<file path="src/rtl/alu_seq_mul.sv">
// Shift-and-add MUL sequencer: unsigned product truncated to BITSIZE, every add done by an external ALU.
// Latency: done pulses k+1 cycles after an accepted start (k = MSB index of op_b plus 1), or 1 cycle if op_b==0.
// Backpressure: none; start is taken only in IDLE, and a start seen while busy is dropped, not queued.
//
// Ports:
//   clk, reset          - clock and synchronous active-high reset
//   start, op_a, op_b   - request and operands (captured on an accepted start)
//   busy, done          - busy in RUN/DONE, done is a one-cycle pulse in DONE
//   product, zero       - registered result and its zero flag, held until the next accepted start
//   alu_a/alu_b/alu_op  - drive to the external combinational ALU (4'h4 add, 4'h6 zero)
//   alu_result, alu_z   - same-cycle ALU response
module alu_seq_mul #(
    parameter int BITSIZE = 64,
    parameter int CNTW    = 7
) (
    input  logic               clk,
    input  logic               reset,
    input  logic               start,
    input  logic [BITSIZE-1:0] op_a,
    input  logic [BITSIZE-1:0] op_b,
    output logic               busy,
    output logic               done,
    output logic [BITSIZE-1:0] product,
    output logic               zero,
    output logic [BITSIZE-1:0] alu_a,
    output logic [BITSIZE-1:0] alu_b,
    output logic [3:0]         alu_op,
    input  logic [BITSIZE-1:0] alu_result,
    input  logic               alu_z
);

    localparam logic [3:0]      OP_ADD   = 4'h4;
    localparam logic [3:0]      OP_ZERO  = 4'h6;
    localparam logic [CNTW-1:0] LAST_CNT = CNTW'(BITSIZE - 1);

    typedef enum logic [1:0] {
        S_IDLE,
        S_RUN,
        S_DONE
    } state_t;

    state_t             state_q;
    logic [BITSIZE-1:0] acc_q;
    logic [BITSIZE-1:0] mcand_q;
    logic [BITSIZE-1:0] mplier_q;
    logic [CNTW-1:0]    count_q;
    logic               busy_q;
    logic               done_q;
    logic [BITSIZE-1:0] product_q;
    logic               zero_q;

    logic [BITSIZE-1:0] mcand_d;
    logic [BITSIZE-1:0] mplier_d;
    logic [CNTW-1:0]    count_d;
    logic               run_last;

    assign mcand_d  = mcand_q << 1;
    assign mplier_d = mplier_q >> 1;
    assign count_d  = count_q + CNTW'(1);
    // Stop once no multiplier bits remain, so the final RUN cycle is the
    // one that consumed the top set bit; the count bound caps full-width runs.
    assign run_last = (mplier_d == '0) || (count_q == LAST_CNT);

    // ALU drive is a pure decode of registered state; an opcode is always defined.
    always_comb begin
        alu_op = OP_ZERO;
        alu_a  = '0;
        alu_b  = '0;
        if (state_q == S_RUN) begin
            alu_op = OP_ADD;
            alu_a  = acc_q;
            alu_b  = mplier_q[0] ? mcand_q : '0;
        end
    end

    always_ff @(posedge clk) begin
        if (reset) begin
            state_q   <= S_IDLE;
            acc_q     <= '0;
            mcand_q   <= '0;
            mplier_q  <= '0;
            count_q   <= '0;
            busy_q    <= 1'b0;
            done_q    <= 1'b0;
            product_q <= '0;
            zero_q    <= 1'b1;
        end else begin
            done_q <= 1'b0;
            case (state_q)
                S_IDLE: begin
                    if (start) begin
                        mcand_q  <= op_a;
                        mplier_q <= op_b;
                        acc_q    <= '0;
                        count_q  <= '0;
                        busy_q   <= 1'b1;
                        if (op_b == '0) begin
                            state_q   <= S_DONE;
                            done_q    <= 1'b1;
                            product_q <= '0;
                            zero_q    <= 1'b1;
                        end else begin
                            state_q <= S_RUN;
                        end
                    end
                end
                S_RUN: begin
                    acc_q    <= alu_result;
                    mcand_q  <= mcand_d;
                    mplier_q <= mplier_d;
                    count_q  <= count_d;
                    if (run_last) begin
                        state_q   <= S_DONE;
                        done_q    <= 1'b1;
                        product_q <= alu_result;
                        zero_q    <= alu_z;
                    end
                end
                S_DONE: begin
                    busy_q  <= 1'b0;
                    state_q <= S_IDLE;
                end
                default: begin
                    busy_q  <= 1'b0;
                    state_q <= S_IDLE;
                end
            endcase
        end
    end

    assign busy    = busy_q;
    assign done    = done_q;
    assign product = product_q;
    assign zero    = zero_q;

endmodule

</file>
<file path="config.mk">
export PLATFORM = sky130hd
export DESIGN_NAME = alu_seq_mul
export DESIGN_NICKNAME = d
export VERILOG_FILES = /design/src/rtl/alu_seq_mul.sv
export SDC_FILE = /design/constraint.sdc
export NUM_CORES = 1
export LEC_CHECK = 0
export ABC_AREA = 1
export CORE_MARGIN = 5
export CORE_UTILIZATION = 24
export CTS_CLUSTER_SIZE = 30
export DETAILED_ROUTE_END_ITERATION = 12
export GPL_TIMING_DRIVEN = 0
export PLACE_DENSITY = 0.55
export SLEW_MARGIN = 5
export SYNTH_ARGS = -nofsm -noshare
export SYNTH_HDL_FRONTEND = slang
export SYNTH_SLANG_ARGS = --single-unit
</file>
<file path="constraint.sdc">
create_clock -name clk -period 3.2 [get_ports clk]
set_clock_uncertainty 0.05 [all_clocks]
set_input_delay 0.64 -clock clk [delete_from_list [all_inputs] [get_ports clk]]
set_output_delay 0.64 -clock clk [all_outputs]
set_load 0.05 [all_outputs]
</file>
==> flow_summary.json <==
{
  "status": "completed",
  "synth.top_cell.area_share_pct": 44.0,
  "via_count": 13300,
  "final_cells": 3037,
  "r2r_cells": 8,
  "maxSlewViolCount": 0,
  "vias_per_cell": 4.37,
  "routed_wl_um": 49600,
  "rsz0062_at_grt": "no",
  "path_cells": "inv_2, nor2_4, inv_1, buf_2, buf_2, buf_2, nor2_1, clkdlybuf4s18_2",
  "drtIter0Drc": 766,
  "post_drt_wl_per_cell_um": 16.3,
  "hold_path_depth": 2,
  "grt_max_degree": 20,
  "peakVddDrop_uv": 257,
  "ioPinCount": 395,
  "criticalPathCategory": "flop to output pin",
  "stdcell_area_mm2": 0.0179,
  "endpoint_kind": "output pin",
  "netlist_top_cells_count": "nand2_1, nor2_1, dfxtp_1",
  "rr_startpoint": "state_q[1]",
  "crit_arrival_ns": 2.36,
  "grt_pass1_wl_um": 76800,
  "avgSynthCellArea_um2": 6.39,
  "worstHoldStart": "acc_q[20]",
  "reg2reg_to": "acc_q[33]",
  "cts_tree": "built",
  "root_buffer": "clkbuf_16",
  "critPathLaunch": "state_q[0]",
  "slowest_stage": "clkdlybuf4s18_2",
  "p_total_mw": 10.1,
  "syn2layout_area_growth_pct": 46.4,
  "ant_nets": 0,
  "grt_use_total_pct": 17.2,
  "grt_overflow": 0,
  "cp_max_fo": 10,
  "yosysMostFrequentCell": "nand2_1",
  "required_ns": 2.51,
  "route.detailed.drc": 0,
  "cts_htree_levels": 2,
  "drive_gt1_share_pct": 10.6,
  "p_per_area_mw_per_mm2": 563,
  "core_mm2": 0.0503,
  "clock_latency_ns": 0.53,
  "dr.pass1.iters": 5,
  "clkPwrFrac_pct": 37.3,
  "tightestPinTransition_ns": 0.941,
  "place_congestion": 0.861,
  "hpwl_um": 38400,
  "die_w_um": 236,
  "dpl_cell_area_mm2": 0.0170,
  "cp_slowest_stage_delay_ns": 0.35,
  "synth.largest_area_cell": "dfxtp_1",
  "io_buffers": 391,
  "antenna_found_initial": 4,
  "p_switching_mw": 3.31,
  "num_rows": 82,
  "final.setup.tns_ns": 0,
  "power_frac_comb_pct": 24.2,
  "post-route-util_pct": 35.5,
  "finalHoldViolations": 0,
  "cts_sinks": 268,
  "ys.flop_type": "dfxtp_1",
  "dp_cells": 2974,
  "synth_edf_count": 0,
  "p_seq_share_pct": 38.5,
  "hold_path.class": "flop to flop",
  "grt_pass1_vias": 13500,
  "slew_headroom_pct": 37.3,
  "finalCriticalPeriod_ns": 3.05,
  "clkTransAtPathRegs_ns": 0.06,
  "p_sw_share_pct": 32.8,
  "max_freq_mhz": 328,
  "worstHoldEndpoint": "acc_q[20]",
  "netlist_instances": 1910,
  "fin_nets": 2536,
  "initial_core_util_pct": 24.3,
  "critPathLaunchType": "flop",
  "numCtsBuffers": 34,
  "cts_buffer_depth": 3,
  "p_int_mw": 6.76,
  "dieArea_mm2": 0.0555,
  "ys_seq_elements": 268,
  "setup_violations": 0,
  "synth-warning-count": 0,
  "crit_top_cell": "buf_2",
  "syn-cell-area_mm2": 0.0122,
  "async_flop_share_pct": 0,
  "rrSetupSlack_ns": 0.81,
  "p_leak_nw": 8.29,
  "maxCapViolations": 0,
  "die_h_um": 236,
  "ys_top_cells_by_area": "dfxtp_1, nand2_1, nor2_1, inv_1, o21ai_0",
  "ys_types": 29,
  "period_share_pct": 95.4,
  "yosysSeqAreaShare_pct": 44.0
}
## metal layers
| metal | share of wire [%] | GRT usage [%] | wire [um] | vias up |
|---|---|---|---|---|
| li1 | - | - | - | 6710 |
| met1 | 44 | 21.3 | 21800 | 6091 |
| met2 | 47 | 29.2 | 23100 | 388 |
| met3 | 6.6 | 4.92 | 3280 | 81 |
| met4 | 2.8 | 4.91 | 1410 | 0 |
| met5 | 0 | 0 | 0 | - |
## worst max-delay path, delay by kind of cell (launching register included)
| family | cells | cell delay, ns |
|---|---|---|
| buf+inv | 6 | 1.39 |
| flops | 1 | 0.30 |
| simple gates | 2 | 0.13 |
## state kept, by name, indices dropped and copies added, names as in the netlist
register,flops
mplier_q,64
mcand_q,64
zero,1
product,64
state_q,2
done,1
acc_q,64
count_q,7
busy,1
## worst max path at each step
stage | slack (ns) | to
6_report | 0.15 | alu_a[38]
5_1_grt | 0.0006 | alu_a[34]
4_1_cts | 0.003 | alu_b[4]
3_5_place_dp | -0.73 | alu_b[13]
3_3_place_gp | -0.74 | alu_b[10]
2_1_floorplan | 0.44 | alu_a[54]
## logic make-up after synthesis
family | synth area share, %
AND/OR/NAND/NOR | 32.9
buffers and inverters | 12.8
flip-flops | 44.0
AO/OA/AOI/OAI | 10.1
other | 0.0615
XOR/XNOR | 0.0718
adder cells (fa/ha/maj) | 0.102
## through the flow
| step | setup slack (ns) | hold slack (ns) |
|---|---|---|
| 6_report | 0.147 | 0.411 |
| 5_1_grt | 0.000621 | 0.438 |
| 4_1_cts | 0.00310 | 0.415 |
| 3_5_place_dp | -0.734 | 0.405 |
| 3_3_place_gp | -0.742 | 0.401 |
| 2_1_floorplan | 0.445 | 0.390 |
## cells in the final DEF (no fill, tap or decap), types with 59 or more instances in the layout
cell type	instances
dfxtp_1	268
nor2_1	339
inv_1	262
o21ai_0	86
clkdlybuf4s15_2	60
nand2_1	598
buf_2	79
nand3_1	82
clkbuf_1	69
a31oi_1	59
clkdlybuf4s50_1	262
## cell type report
class | instances | area (um2)
fillers | 5487 | 32400
multi-input cells | 1255 | 5280
clock inverters | 9 | 80.1
flip-flops and latches | 268 | 5370
inverters | 267 | 1000
diodes | 3 | 7.51
clock buffers | 50 | 1000
plain buffers | 119 | 574
repair buffers | 394 | 3720
well taps | 672 | 841
## power by group through the flow
| stage | Clock, mW | Sequential (mW) | Combinational, mW |
|---|---|---|---|
| final | 3.76 | 3.87 | 2.43 |
| after detailed placement | 0 | 3.94 | 2.46 |
| after CTS | 3.89 | 3.87 | 2.47 |
| after floorplan | 0 | 4.17 | 1.22 |
| after global placement | 0 | 3.93 | 2.44 |
| after global routing | 4.01 | 3.91 | 2.70 |
## repair_timing
action,in CTS,in global routing
hold buffers,0,0
endpoints found under the setup margin,129,71
setup buffers,3,0
pin swaps,1,0
gates resized for setup,437,72
Power figures use the tool's default switching activity.
